## src/rtl/wb_wport_arbiter_pkg.sv

```systemverilog
// Shared widths, arbiter state encoding and late-result entry layout for the
// writeback write-port arbiter.
package wb_wport_arbiter_pkg;

  localparam int REG_ADDR_BUS   = 5;
  localparam int REG_BUS        = 32;
  localparam int DOUBLE_REG_BUS = 64;
  localparam logic [REG_BUS-1:0] ZERO_WORD = 32'h0000_0000;

  localparam int WB_WPORT_DEPTH      = 2;
  localparam int WB_WPORT_STARVE_MAX = 4;

  typedef enum logic [0:0] {
    ARB_PIPE = 1'b0,
    ARB_LAT  = 1'b1
  } arb_state_e;

  // Late-result FIFO entry: 1 + 5 + 64 = 70 bits.
  typedef struct packed {
    logic                      hilo;
    logic [REG_ADDR_BUS-1:0]   wa;
    logic [DOUBLE_REG_BUS-1:0] data;
  } lat_entry_t;

  // A GPR write to r0 is architecturally a no-op and never claims the port.
  function automatic logic gpr_req(input logic we, input logic [REG_ADDR_BUS-1:0] wa);
    return we & (wa != 5'd0);
  endfunction

endpackage

```

## src/rtl/wb_lat_fifo.sv

```systemverilog
// Synchronous FIFO holding late results (hilo flag, GPR address, data) until
// the arbiter can retire them onto a write port.
module wb_lat_fifo
  import wb_wport_arbiter_pkg::*;
#(
  parameter int DEPTH = WB_WPORT_DEPTH
) (
  input  logic                   clk_i,
  input  logic                   rst_i,
  input  logic                   push_i,
  input  lat_entry_t             push_data_i,
  input  logic                   pop_i,
  output logic                   full_o,
  output logic                   head_valid_o,
  output lat_entry_t             head_o,
  output logic [$clog2(DEPTH):0] count_o,
  output logic                   hilo_busy_o
);

  localparam int PTR_W = $clog2(DEPTH);
  localparam int CNT_W = PTR_W + 1;
  localparam logic [CNT_W-1:0] DEPTH_C = CNT_W'(DEPTH);

  lat_entry_t        mem_q [DEPTH];
  logic [DEPTH-1:0]  vld_q;
  logic [PTR_W-1:0]  wr_ptr_q;
  logic [PTR_W-1:0]  rd_ptr_q;
  logic [CNT_W-1:0]  count_q;
  logic              do_push_s;
  logic              do_pop_s;

  // No bypass: a full FIFO refuses a push even when it pops in the same cycle.
  assign do_push_s    = push_i & (count_q != DEPTH_C);
  assign do_pop_s     = pop_i & (count_q != {CNT_W{1'b0}});
  assign full_o       = (count_q == DEPTH_C);
  assign head_valid_o = (count_q != {CNT_W{1'b0}});
  assign head_o       = mem_q[rd_ptr_q];
  assign count_o      = count_q;

  always_ff @(posedge clk_i) begin
    if (rst_i) begin
      wr_ptr_q <= '0;
      rd_ptr_q <= '0;
      count_q  <= '0;
      vld_q    <= '0;
      for (int i = 0; i < DEPTH; i++) begin
        mem_q[i] <= '0;
      end
    end else begin
      if (do_push_s) begin
        mem_q[wr_ptr_q] <= push_data_i;
        vld_q[wr_ptr_q] <= 1'b1;
        wr_ptr_q        <= wr_ptr_q + PTR_W'(1);
      end
      if (do_pop_s) begin
        vld_q[rd_ptr_q] <= 1'b0;
        rd_ptr_q        <= rd_ptr_q + PTR_W'(1);
      end
      case ({do_push_s, do_pop_s})
        2'b10:   count_q <= count_q + CNT_W'(1);
        2'b01:   count_q <= count_q - CNT_W'(1);
        default: count_q <= count_q;
      endcase
    end
  end

  always_comb begin
    hilo_busy_o = 1'b0;
    for (int i = 0; i < DEPTH; i++) begin
      if (vld_q[i] && mem_q[i].hilo) begin
        hilo_busy_o = 1'b1;
      end else begin
        hilo_busy_o = hilo_busy_o;
      end
    end
  end

endmodule

```

## src/rtl/wb_wport_arbiter.sv

```systemverilog
// Shares the GPR and HILO write ports between the in-order writeback stage and
// queued late results, with an anti-starvation override that stalls the pipe.
module wb_wport_arbiter
  import wb_wport_arbiter_pkg::*;
#(
  parameter int DEPTH      = WB_WPORT_DEPTH,
  parameter int STARVE_MAX = WB_WPORT_STARVE_MAX
) (
  input  logic                      cpu_clk_50M,
  input  logic                      cpu_rst,
  input  logic                      pipe_wreg_i,
  input  logic [REG_ADDR_BUS-1:0]   pipe_wa_i,
  input  logic [REG_BUS-1:0]        pipe_wd_i,
  input  logic                      pipe_whilo_i,
  input  logic [DOUBLE_REG_BUS-1:0] pipe_dhilo_i,
  input  logic                      lat_valid_i,
  output logic                      lat_ready_o,
  input  logic                      lat_hilo_i,
  input  logic [REG_ADDR_BUS-1:0]   lat_wa_i,
  input  logic [DOUBLE_REG_BUS-1:0] lat_data_i,
  output logic                      rf_we_o,
  output logic [REG_ADDR_BUS-1:0]   rf_wa_o,
  output logic [REG_BUS-1:0]        rf_wd_o,
  output logic                      hilo_we_o,
  output logic [REG_BUS-1:0]        hi_o,
  output logic [REG_BUS-1:0]        lo_o,
  output logic                      wb_stall_o,
  output logic                      hilo_busy_o,
  output logic [$clog2(DEPTH):0]    lat_cnt_o
);

  localparam int CNT_W = $clog2(DEPTH) + 1;
  localparam int STV_W = $clog2(STARVE_MAX) + 1;
  localparam logic [STV_W-1:0] STARVE_LAST = STV_W'(STARVE_MAX - 1);

  arb_state_e        state_q, state_d;
  logic [STV_W-1:0]  starve_q, starve_d;

  lat_entry_t        push_data_s;
  lat_entry_t        head_s;
  logic              head_valid_s;
  logic              fifo_full_s;
  logic              fifo_busy_s;
  logic [CNT_W-1:0]  fifo_cnt_s;
  logic              push_s;
  logic              pop_s;

  logic              h_gpr_s, h_hilo_s, p_gpr_s, p_hilo_s, conflict_s;
  logic              head_en_s, pipe_en_s, stall_s;

  assign push_data_s = '{hilo: lat_hilo_i, wa: lat_wa_i, data: lat_data_i};
  assign push_s      = lat_valid_i & lat_ready_o;

  wb_lat_fifo #(
    .DEPTH (DEPTH)
  ) u_lat_fifo (
    .clk_i        (cpu_clk_50M),
    .rst_i        (cpu_rst),
    .push_i       (push_s),
    .push_data_i  (push_data_s),
    .pop_i        (pop_s),
    .full_o       (fifo_full_s),
    .head_valid_o (head_valid_s),
    .head_o       (head_s),
    .count_o      (fifo_cnt_s),
    .hilo_busy_o  (fifo_busy_s)
  );

  assign h_gpr_s    = head_valid_s & ~head_s.hilo & (head_s.wa != 5'd0);
  assign h_hilo_s   = head_valid_s & head_s.hilo;
  assign p_gpr_s    = gpr_req(pipe_wreg_i, pipe_wa_i);
  assign p_hilo_s   = pipe_whilo_i;
  assign conflict_s = (h_gpr_s & p_gpr_s) | (h_hilo_s & p_hilo_s);

  always_ff @(posedge cpu_clk_50M) begin
    if (cpu_rst) begin
      state_q  <= ARB_PIPE;
      starve_q <= '0;
    end else begin
      state_q  <= state_d;
      starve_q <= starve_d;
    end
  end

  // Any non-conflicting cycle retires the head (an r0 head just drops out).
  always_comb begin
    state_d   = ARB_PIPE;
    starve_d  = '0;
    pop_s     = 1'b0;
    head_en_s = 1'b0;
    pipe_en_s = 1'b0;
    stall_s   = 1'b0;
    if (cpu_rst) begin
      pipe_en_s = 1'b0;
    end else if (!conflict_s) begin
      pipe_en_s = 1'b1;
      head_en_s = head_valid_s;
      pop_s     = head_valid_s;
    end else if (state_q == ARB_LAT) begin
      head_en_s = 1'b1;
      pop_s     = 1'b1;
      stall_s   = 1'b1;
    end else begin
      pipe_en_s = 1'b1;
      if (starve_q == STARVE_LAST) begin
        state_d  = ARB_LAT;
        starve_d = starve_q;
      end else begin
        state_d  = ARB_PIPE;
        starve_d = starve_q + STV_W'(1);
      end
    end
  end

  always_comb begin
    rf_we_o   = 1'b0;
    rf_wa_o   = 5'd0;
    rf_wd_o   = ZERO_WORD;
    hilo_we_o = 1'b0;
    hi_o      = ZERO_WORD;
    lo_o      = ZERO_WORD;
    if (head_en_s && h_gpr_s) begin
      rf_we_o = 1'b1;
      rf_wa_o = head_s.wa;
      rf_wd_o = head_s.data[REG_BUS-1:0];
    end else if (pipe_en_s && p_gpr_s) begin
      rf_we_o = 1'b1;
      rf_wa_o = pipe_wa_i;
      rf_wd_o = pipe_wd_i;
    end else begin
      rf_we_o = 1'b0;
    end
    if (head_en_s && h_hilo_s) begin
      hilo_we_o = 1'b1;
      hi_o      = head_s.data[DOUBLE_REG_BUS-1:REG_BUS];
      lo_o      = head_s.data[REG_BUS-1:0];
    end else if (pipe_en_s && p_hilo_s) begin
      hilo_we_o = 1'b1;
      hi_o      = pipe_dhilo_i[DOUBLE_REG_BUS-1:REG_BUS];
      lo_o      = pipe_dhilo_i[REG_BUS-1:0];
    end else begin
      hilo_we_o = 1'b0;
    end
  end

  assign wb_stall_o  = stall_s;
  assign lat_ready_o = ~cpu_rst & ~fifo_full_s;
  assign hilo_busy_o = ~cpu_rst & fifo_busy_s;
  assign lat_cnt_o   = cpu_rst ? {CNT_W{1'b0}} : fifo_cnt_s;

endmodule
```

## config.mk

```make
export PLATFORM = sky130hd
export DESIGN_NAME = wb_wport_arbiter
export DESIGN_NICKNAME = d
export VERILOG_FILES = /design/src/rtl/wb_wport_arbiter_pkg.sv /design/src/rtl/wb_lat_fifo.sv /design/src/rtl/wb_wport_arbiter.sv
export SDC_FILE = /design/constraint.sdc
export NUM_CORES = 1
export LEC_CHECK = 0
export BUFFER_PORTS_ARGS = -buffer_cell sky130_fd_sc_hd__clkbuf_2
export CAP_MARGIN = 20
export CELL_PAD_IN_SITES_DETAIL_PLACEMENT = 2
export CELL_PAD_IN_SITES_GLOBAL_PLACEMENT = 2
export CORE_UTILIZATION = 32
export DETAILED_ROUTE_END_ITERATION = 12
export GPL_TIMING_DRIVEN = 0
export PLACE_DENSITY = 0.86
export SLEW_MARGIN = 20
export SYNTH_ARGS = -nofsm -noshare
export SYNTH_HDL_FRONTEND = slang
export SYNTH_HIERARCHICAL = 1
export SYNTH_SLANG_ARGS = --single-unit
```

## constraint.sdc

```tcl
create_clock -name cpu_clk_50M -period 5.1 [get_ports cpu_clk_50M]
set_input_delay 1.02 -clock cpu_clk_50M [delete_from_list [all_inputs] [get_ports cpu_clk_50M]]
set_output_delay 1.02 -clock cpu_clk_50M [all_outputs]
set_load 0.005 [all_outputs]
```

# After elaboration in Yosys (flattened, before gate mapping)
# Memory sizes are Yosys's and may differ from the RTL's. A register that Yosys moved wholly into a read port is not among the register bits.
# Index checks and enable logic that the tools add are counted.
# classes
n_addsub	5
order_cmp	4
eq_ne	5
n_mux	42
n_bitwise	19
n_reduce_logical	14
# op_table
op	n
$mux 32	6
$mux 70	1
$reduce_or 70->1	1
$mux 1	26
$and 1x1->1	11
$mux 5	2
$reduce_bool 5->1	2
$logic_and 1x1->1	8
$mux 2	4
$eq 2x2->1 const B	2
$lt 1x2->1 const B	2
$not 1->1	4
$pmux 2 s2	1
$reduce_bool 2->1	2
$add 3x1->3 const B	1
$eq 3x2->1 const B	1
$reduce_or 3->1	1
$add 1x1->1 const B	2
$add 2x1->2 const B	1
$and 2x2->2	1
$demux 1 s1	2
$eq 2x1->1 const B	1
$ge 1x1->1 const B	2
$ne 2x2->1 const B	1
other kinds (4)	4
# word_totals
ff_bits	10
ramBits	140
inputBits	176
elab_cells	96
memories	1
# mem_list
memory	words	width	read_ports	rd_ports_with_merged_regs	wr	line_no	text
u_lat_fifo.mem_q	2	70	3	1	2	wb_lat_fifo.sv:24	lat_entry_t mem_q [DEPTH];

# Depth between registers and ports, before layout
# Gate-level depths: netlist of the first run.
# depth
word_depth	10
depth_mapped	13

# By module
# The synthesis of the first run kept the hierarchy.
# modules_own_cells
mod	n_inst	cells_per_inst	area_each_um2	seq_area_each_um2
wb_lat_fifo	1	417	6373.6	4344.2
wb_wport_arbiter	1	454	2682.6	80.1

# Worst setup path before layout of the first run
# No wires, ideal clock.
# synth_timing
path_type	input -> register
from	input cpu_rst
to	memory u_lat_fifo/mem_q[0][0] (netlist bit), enable pin
arrival_time_ns	3.502
required_ns	4.660
slack_ns	1.158
path_stages	5
path_buffers	0
cell_sequence	nor2_1 -> and2_1 -> inv_1 -> or3_1 -> nand2b_1
# synth_lines
element	line_no	text
start, declared	wb_wport_arbiter.sv:10	input logic cpu_rst,
end, declared	wb_lat_fifo.sv:24	

==> summary.md, run 1 <==
| Metric | Value |
|---|---|
| GPL Wtd Cong | `0.783` |
| CTS tree | `done` |
| Vias in the first global route | `9017` |
| Hold Crit Class | `register to register` |
| Clock transition at path regs | `0.07 ns` |
| Num rows | `61` |
| Crit path DAT | `3.73 ns` |
| Worst Tran Pin Value | `0.897 ns` |
| Outcome | `completed` |
| Via-to-Cell Ratio | `5.32` |
| Num CTS Buffers | `17` |
| CP Class | `register to primary output` |
| Ranking of synthesized cells by area | `edfxtp_1 (46%), mux2_2 (8.7%), nor3b_1 (5.5%), nand2_1 (5.4%), a22oi_1 (5.3%)` |
| H-tree Lvls | `4` |
| Max transition margin | `0.402` |
| Clk_skew | `0.0152 ns` |
| DRC | `0` |
| Synth Area per Inst | `10.4 µm²` |
| Dpl cell area | `11000 µm²` |
| Initial antenna violation count | `1` |
| Ports | `284` |
| Initial Util | `0.326` |
| Chip Height | `170 µm` |
| RSZ-0062 raised after global routing | `false` |
| Final net count | `1354` |
| Later-pin clock latency in the skew report | `0.42 ns` |
| Overall Global Routing Usage | `0.236` |
| Asr flop ratio synth | `0` |
| Register bit total from synthesis | `151` |
| Pwr per Cell Area | `277 nW/µm²` |
| Achievable Freq | `211 MHz` |
| Max rail drop VDD | `0.124 mV` |
| Post-synthesis sequential area ratio | `0.489` |
| Post-layout util | `0.417` |
| Sink Count | `151` |
| Final non-filler cell total | `1568` |
| Port Buf Inserts | `283` |
| DR pass1 iterations | `5` |
| Yosys top cell by area | `edfxtp_1` |
| Mapped Area | `9060 µm²` |
| Data required, critical path | `4.08 ns` |
| Routed WL | `33.9 mm` |
| Leakage | `5.12 nW` |
| Final setup margin | `0.355 ns` |
| Gr ovfl total | `0` |
| First-pass GRT wire length | `51.2 mm` |
| Post-synth top area share | `0.464` |
| Synth Net Count | `1050` |
| Period utilization | `0.930` |
| Max FO, Critical Path | `10` |
| Cell area after layout | `11600 µm²` |
| Final setup vio count | `0` |
| Clk buf depth | `2` |
| Final slew viol count | `0` |
| Synth Flop Type | `edfxtp_1` |
| Syn-to-layout area delta | `27.8%` |
| Hold buffer count at cts | `0` |
| Die footprint | `29000 µm²` |
| Largest net degree at the start of global routing | `43` |
| Final Hold Vio Count | `0` |
| Syn Inst Count | `871` |
| Library cells used by synthesis | `47` |
| Routed wire per std cell | `21.6 µm` |
| Pre-CTS WS | `0.595 ns` |
| Die W | `170 µm` |
| Dpl hpwl | `24.8 mm` |
| Max Cap Violations | `0` |
| Worst setup EP type | `primary output` |
| Most instantiated cells after synthesis | `edfxtp_1 (140), nand2_1 (130), and2_1 (72)` |
| Setup crit start kind | `register` |
| Antenna-violating nets left | `0` |
| Post-layout min period | `4.75 ns` |
| Placeable Area | `27800 µm²` |
| Synth warn | `6` |
| FILL cells | `3101` |
| Number of flops mapped to enable cells by yosys | `140` |
| Vias | `8343` |
| CTS root buf | `clkbuf_16` |
| DR iter-0 viols | `394` |
| Most common cell in the netlist | `edfxtp_1` |
| Layout cells sized above 1 | `0.369` |
| Placed Cells | `1534` |
| Setup Buffers After CTS | `0` |
-- metal layers --
layer / up-vias / part of all wire / wire length [µm] / track usage
met1: 4182 / 0.41 / 13700 / 0.280
met4: 0 / 0.025 / 861 / 0.0842
met3: 51 / 0.048 / 1610 / 0.0409
met2: 270 / 0.52 / 17700 / 0.426
met5: - / 0 / 0 / 0
li1: 3840 / - / - / -
-- stage by stage --
| step | power (mW) | TNS, ns | hold slack, ns |
|---|---|---|---|
| after floorplan | 1.76 | 0 | 0.450 |
| after detailed placement | 2.03 | 0 | 0.475 |
| after global routing | 3.34 | 0 | 0.496 |
| final | 3.21 | 0 | 0.490 |
| after CTS | 3.25 | 0 | 0.485 |
| after global placement | 2.00 | -20.84 | 0.458 |
-- what timing repair did --
| action | in CTS | in global routing |
|---|---|---|
| gates resized for setup | 0 | 2 |
| endpoints found under the hold margin | 0 | 0 |
| setup endpoints to repair | 0 | 5 |
-- power by group --
| part | total, mW | internal [mW] | switching, mW | leakage, nW |
|---|---|---|---|---|
| combinational | 0.550 | 0.226 | 0.324 | 3.29 |
| clock | 1.20 | 0.682 | 0.522 | 0.280 |
| sequential | 1.45 | 1.43 | 0.0215 | 1.56 |
| total | 3.21 | 2.34 | 0.868 | 5.12 |
-- sequential cells by signal, summed over array words and instances, names as in the netlist, named ones only --
| register | count |
|---|---|
| starve_q | 3 |
| state_q | 1 |
| u_lat_fifo/count_o | 2 |
| u_lat_fifo/mem_q | 140 |
| u_lat_fifo/rd_ptr_q | 1 |
| u_lat_fifo/vld_q | 2 |
| u_lat_fifo/wr_ptr_q | 1 |
-- critical path, stage by stage (launching register included) --
cell	delay [ns]
dfxtp_1	0.31
clkbuf_1	0.31
buf_2	0.39
mux2_2	0.43
or4_4	0.57
nor2_2	0.18
buf_2	0.41
buf_2	0.31
a22oi_1	0.10
nand3_1	0.16
clkbuf_2	0.14
-- worst paths after layout --
path / from / to / slack, ns / cells past startpoint
setup / recovery: register / lo_o[6] / 0.35 / 10
hold / removal: u_lat_fifo/vld_q[0]$_SDFF_PP0_ / u_lat_fifo/vld_q[0]$_SDFF_PP0_ / 0.49 / 2
setup reg to reg: register / u_lat_fifo/count_o[1]$_SDFFE_PP0P_ / 1.27 / 11
hold reg to reg: u_lat_fifo/vld_q[0]$_SDFF_PP0_ / u_lat_fifo/vld_q[0]$_SDFF_PP0_ / 0.49 / 2
-- placed cells by master (no fill, tap or decap), types with 38 or more instances in the layout --
cell type  instances
and3_1            70
nand2_1          130
clkbuf_2         298
edfxtp_1         140
clkbuf_1          41
a22oi_1           64
mux2_2            70
nor3b_1           66
and2_1            72
nand3_1           64
a22o_1            38
-- cell families after synthesis --
family	count (synthesis)	synth area share
adder cells (fa/ha/maj)	3	0.00415
multiplexers	71	0.0881
buffers and inverters	87	0.0432
AO/OA/AOI/OAI	119	0.104
flip-flops	151	0.489
AND/OR/NAND/NOR	436	0.268
XOR/XNOR	4	0.00387
-- cell type report --
cell class              count  area [µm²]  share of cell area
plain buffers              82         372              0.0321
inverters                   5        21.3             0.00184
diodes                      2        5.00            0.000432
multi-input cells         633        4260               0.368
repair buffers            285        1470               0.127
clock buffers              22         487              0.0420
clock inverters            10        65.1             0.00562
flip-flops and latches    151        4420               0.382
well taps                 378         473              0.0409
Note: power is estimated with default switching activity, not from simulation.
==> run 2: changes to the inputs <==
BUFFER_PORTS_ARGS = unset   (was -buffer_cell sky130_fd_sc_hd__clkbuf_2)
CORE_UTILIZATION = 38   (was 32)
DONT_BUFFER_PORTS = 1   (was unset)
PLACE_DENSITY = 0.82   (was 0.86)
TNS_END_PERCENT = 10   (was unset)
==> summary.md, run 2 (synthesized netlist as in run 1, its figures left out) <==
| Metric | Value |
|---|---|
| Initial Util | `0.387` |
| Final net count | `1071` |
| Initial antenna violation count | `0` |
| Overall Global Routing Usage | `0.255` |
| Clk_skew | `0.0136 ns` |
| Largest net degree at the start of global routing | `42` |
| Chip Height | `156 µm` |
| Worst Tran Pin Value | `0.913 ns` |
| Outcome | `completed` |
| Port Buf Inserts | `0` |
| H-tree Lvls | `4` |
| Crit path largest cell delay | `0.65 ns` |
| DR iter-0 viols | `333` |
| Syn-to-layout area delta | `11.0%` |
| Pwr per Cell Area | `301 nW/µm²` |
| Max rail drop VDD | `0.204 mV` |
| Vias in the first global route | `7811` |
| Overall Power | `3.03 mW` |
| Ports | `284` |
| Post-layout min period | `4.72 ns` |
| Gr ovfl total | `0` |
| Later-pin clock latency in the skew report | `0.42 ns` |
| Final slew viol count | `0` |
| Period utilization | `0.926` |
| Cell area after layout | `10100 µm²` |
| Antenna-violating nets left | `0` |
| Final non-filler cell total | `1224` |
| Resize count post-CTS | `0` |
| Placed Cells | `1192` |
| CTS root buf | `clkbuf_16` |
| # diodes | `0` |
| Clock transition at path regs | `0.06 ns` |
| Largest register by flop count | `u_lat_fifo/mem_q` |
| Final Hold Vio Count | `0` |
| Final setup vio count | `0` |
| Worst setup EP type | `primary output` |
| Routed WL | `31.3 mm` |
| First-pass GRT wire length | `46.0 mm` |
| Max Cap Violations | `0` |
| Hold Crit Class | `register to register` |
| CP Buf/Inv Count | `5` |
| Most common cell on crit path | `clkbuf_1` |
| CP Class | `register to primary output` |
| Origin of the worst min-delay path | `u_lat_fifo/vld_q[0]$_SDFF_PP0_` |
| Max transition margin | `0.392` |
| Die W | `156 µm` |
| Via-to-Cell Ratio | `5.97` |
| DRC | `0` |
| Num rows | `56` |
| Achievable Freq | `212 MHz` |
| DR pass1 iterations | `4` |
| Number of flip-flops in the largest register | `140` |
| Vias | `7307` |
| Commonest non-fill, non-tap cells in the layout | `edfxtp_1 (140), nand2_1 (130), and2_1 (72)` |
| Dpl cell area | `9520 µm²` |
| Sink Count | `151` |
| CTS tree | `done` |
| Dpl hpwl | `22.5 mm` |
| Biggest regs | `u_lat_fifo/mem_q (140), starve_q (3)` |
| GPL Wtd Cong | `0.790` |
| Routed wire per std cell | `25.5 µm` |
| Placeable Area | `23400 µm²` |
| Slowest cell on crit path | `clkbuf_1` |
| Setup crit start kind | `register` |
| FILL cells | `2510` |
| Layout cells sized above 1 | `0.170` |
| Setup Buffers After CTS | `0` |
| Commonest non-fill, non-tap cell in the layout | `edfxtp_1` |
| RSZ-0062 raised after global routing | `false` |
| Hold buffer count at cts | `0` |
| Leakage | `3.90 nW` |
| Cell Chain, Critical Path | `clkbuf_1 > buf_2 > mux2_2 > clkbuf_1 > clkbuf_1 > clkbuf_1 > nor3b_1 > a22oi_1 > nand3_1` |
| Clk buf depth | `2` |
| Top delay family on crit path | `buffers and inverters` |
| Max FO, Critical Path | `10` |
| Num CTS Buffers | `17` |
| Crit path DAT | `3.70 ns` |
| Data required, critical path | `4.08 ns` |
| Die footprint | `24500 µm²` |
[run 2: report_power, final]
| part | switching [mW] | internal (mW) |
|---|---|---|
| registers | 0.0221 | 1.43 |
| logic | 0.272 | 0.145 |
| clock network | 0.508 | 0.652 |
[run 2: area by class of cell]
type	count	area, µm²	share of cell area
buffer	82	370	0.0368
clock buffer	21	462	0.0459
clock inverter	11	72.6	0.00722
inverter	5	21.3	0.00212
multi-input combinational	633	4260	0.423
sequential	151	4420	0.440
tap	319	399	0.0397
timing repair buffer	2	47.5	0.00473
[run 2: metrics by stage]
step	worst slack [ns]	hold WS, ns	util	setup TNS, ns
after floorplan	1.16	0.450	-	0
after global placement	-0.108	0.461	0.404	-7.14
after detailed placement	0.709	0.474	0.407	0
after CTS	0.232	0.506	0.430	0
after global routing	0.0454	0.536	0.430	0
final	0.377	0.503	0.430	0
[run 2: worst min-delay path, delay by kind of cell, from the launching register on]
kind / cells / cell delay, ns
buffers and inverters: 1 / 0.08
flip-flops: 1 / 0.32
AO/OA/AOI/OAI: 1 / 0.06
[run 2: path summary, 6_finish.rpt]
| kind | cells past startpoint | slack [ns] | to |
|---|---|---|---|
| max | 9 | 0.38 | hi_o[20] |
| min | 2 | 0.50 | u_lat_fifo/vld_q[0]$_SDFF_PP0_ |
| min reg2reg | 2 | 0.50 | u_lat_fifo/vld_q[0]$_SDFF_PP0_ |
| max reg2reg | 11 | 1.11 | u_lat_fifo/count_o[1]$_SDFFE_PP0P_ |
[run 2: routing by layer]
layer  GRT usage  vias to the layer above  wire [µm]
met5           0                        -          0
met4       0.111                        0       1010
met3      0.0667                       55       2140
met2       0.459                      242      16000
met1       0.283                     3740      12100
li1            -                     3270          -
==> run 3: changes to the inputs <==
CORE_ASPECT_RATIO = 1.25   (was unset)
==> summary.md, run 3 (synthesized netlist as in run 1, its figures left out) <==
| Metric | Value |
|---|---|
| Final net count | `1071` |
| Number of flip-flops in the largest register | `140` |
| RSZ-0062 raised after global routing | `false` |
| FILL cells | `2459` |
| Max rail drop VDD | `0.212 mV` |
| Ports | `284` |
| Routing usage on met2 | `0.459` |
| Max Cap Violations | `0` |
| Outcome | `completed` |
| Register-to-register setup slack | `1.20 ns` |
| Hold Crit Class | `register to register` |
| Initial Util | `0.390` |
| Worst setup EP type | `primary output` |
| Via-to-Cell Ratio | `6.04` |
| Dpl hpwl | `22.5 mm` |
| DR iter-0 viols | `367` |
| Max transition margin | `0.409` |
| Final setup vio count | `0` |
| Most common cell on crit path | `buf_2` |
| Biggest regs | `u_lat_fifo/mem_q (140), starve_q (3)` |
| Commonest non-fill, non-tap cells in the layout | `edfxtp_1 (140), nand2_1 (130), and2_1 (72)` |
| Top Usage Layer GRT | `met2` |
| Routed wire per std cell | `26.0 µm` |
| H-tree Lvls | `4` |
| Initial antenna violation count | `1` |
| Vias | `7218` |
| Pwr per Cell Area | `313 nW/µm²` |
| Vias in the first global route | `7860` |
| Antenna-violating nets left | `0` |
| Met1 usage | `0.290` |
| DRC | `0` |
| Final Hold Vio Count | `0` |
| Achievable Freq | `211 MHz` |
| Crit path largest cell delay | `0.45 ns` |
| Port Buf Inserts | `0` |
| Hold_ws | `0.491 ns` |
| Leakage | `3.91 nW` |
| Register Area | `4420 µm²` |
| Slowest cell on crit path | `buf_2` |
| First-pass GRT wire length | `46.8 mm` |
| Crit path DAT | `3.71 ns` |
| GPL Wtd Cong | `0.768` |
| Die W | `140 µm` |
| Chip Height | `175 µm` |
| Gr ovfl total | `0` |
| Clk_skew | `0.00895 ns` |
| Layout cells sized above 1 | `0.170` |
| Hold buffer count at cts | `0` |
| Syn-to-layout area delta | `11.2%` |
| Data required, critical path | `4.08 ns` |
| Origin of the worst min-delay path | `u_lat_fifo/vld_q[0]$_SDFF_PP0_` |
| Num rows | `62` |
| Placeable Area | `23200 µm²` |
| CTS root buf | `clkbuf_16` |
| Overall Global Routing Usage | `0.256` |
| Later-pin clock latency in the skew report | `0.43 ns` |
| Routed WL | `31.0 mm` |
| Num CTS Buffers | `17` |
| Met3 usage | `0.0586` |
| Period utilization | `0.928` |
| Clock transition at path regs | `0.06 ns` |
| Max FO, Critical Path | `10` |
| Clk buf depth | `2` |
| DR pass1 iterations | `4` |
| Largest net degree at the start of global routing | `39` |
| Commonest non-fill, non-tap cell in the layout | `edfxtp_1` |
| CTS tree | `done` |
| Post-layout min period | `4.73 ns` |
| Largest register by flop count | `u_lat_fifo/mem_q` |
| Final slew viol count | `0` |
| Cell Chain, Critical Path | `clkbuf_1 > buf_2 > mux2_2 > clkbuf_1 > a21oi_1 > a211oi_1 > nor4_1 > buf_2 > buf_2 > a22o_1` |
| Cell area after layout | `10100 µm²` |
| Sink Count | `151` |
| Setup crit start kind | `register` |
| Worst Tran Pin Value | `0.886 ns` |
| Dpl cell area | `9470 µm²` |
| CP Class | `register to primary output` |
| Setup Total Neg Slack | `0 ns` |
| Multi-input gate area | `4260 µm²` |
| Die footprint | `24500 µm²` |
-- run 3: cell count changes in the layout (fill, tap and decap cells not counted) --
cell	previous run	this run
bufinv_16	0	3
clkbuf_16	18	17
buf_16	1	0
clkinv_2	5	2
buf_12	1	2
clkinvlp_4	0	2
diode_2	0	2
inv_4	3	1
clkbuf_2	14	15
-- run 3: routing by layer --
layer,vias to the layer above,wire [µm]
met2,237,16300
met3,52,1880
met5,-,0
met1,3666,11900
li1,3263,-
met4,0,917
-- run 3: where the power goes --
part	switching, mW	internal (mW)
Sequential	0.0236	1.43
Combinational	0.267	0.144
Clock	0.514	0.772
-- run 3: metrics by stage --
step	setup WS [ns]	cells	power, mW	utilization
final	0.367	1195	3.15	0.434
after global routing	0.130	1195	3.26	0.434
after CTS	0.0705	1193	3.18	0.434
after detailed placement	0.581	1161	1.89	0.408
after global placement	0.00403	1159	1.87	0.406
after floorplan	1.16	871	1.76	-
-- run 3: final cells by class --
| type | instances | area share |
|---|---|---|
| Timing Repair Buffer | 2 | 0.00398 |
| Clock buffer | 21 | 0.0437 |
| Buffer | 82 | 0.0369 |
| Tap cell | 288 | 0.0358 |
| Inverter | 5 | 0.00211 |
| Multi-Input combinational cell | 633 | 0.423 |
| Antenna cell | 2 | 0.000497 |
| Clock inverter | 11 | 0.0149 |
| Sequential cell | 151 | 0.439 |
-- run 3: worst paths after layout --
path | to | cells after the start
worst max-delay path | rf_wd_o[12] | 10
worst min-delay path | u_lat_fifo/vld_q[0]$_SDFF_PP0_ | 2
worst max register to register | u_lat_fifo/count_o[1]$_SDFFE_PP0P_ | 11
worst min register to register | u_lat_fifo/vld_q[0]$_SDFF_PP0_ | 2
-- run 3: worst max-delay path: cells and delay by family (launching register included) --
| family | cells | cell delay, ns |
|---|---|---|
| buffers and inverters | 5 | 1.79 |
| AO/OA/AOI/OAI | 3 | 0.49 |
| multiplexers | 1 | 0.40 |
| flip-flops | 1 | 0.30 |
| AND/OR/NAND/NOR | 1 | 0.28 |
-- run 3: timing repair --
action | in CTS | in global routing
resized for setup | 0 | 2
setup buffers | 0 | 0
setup endpoints to repair | 0 | 8
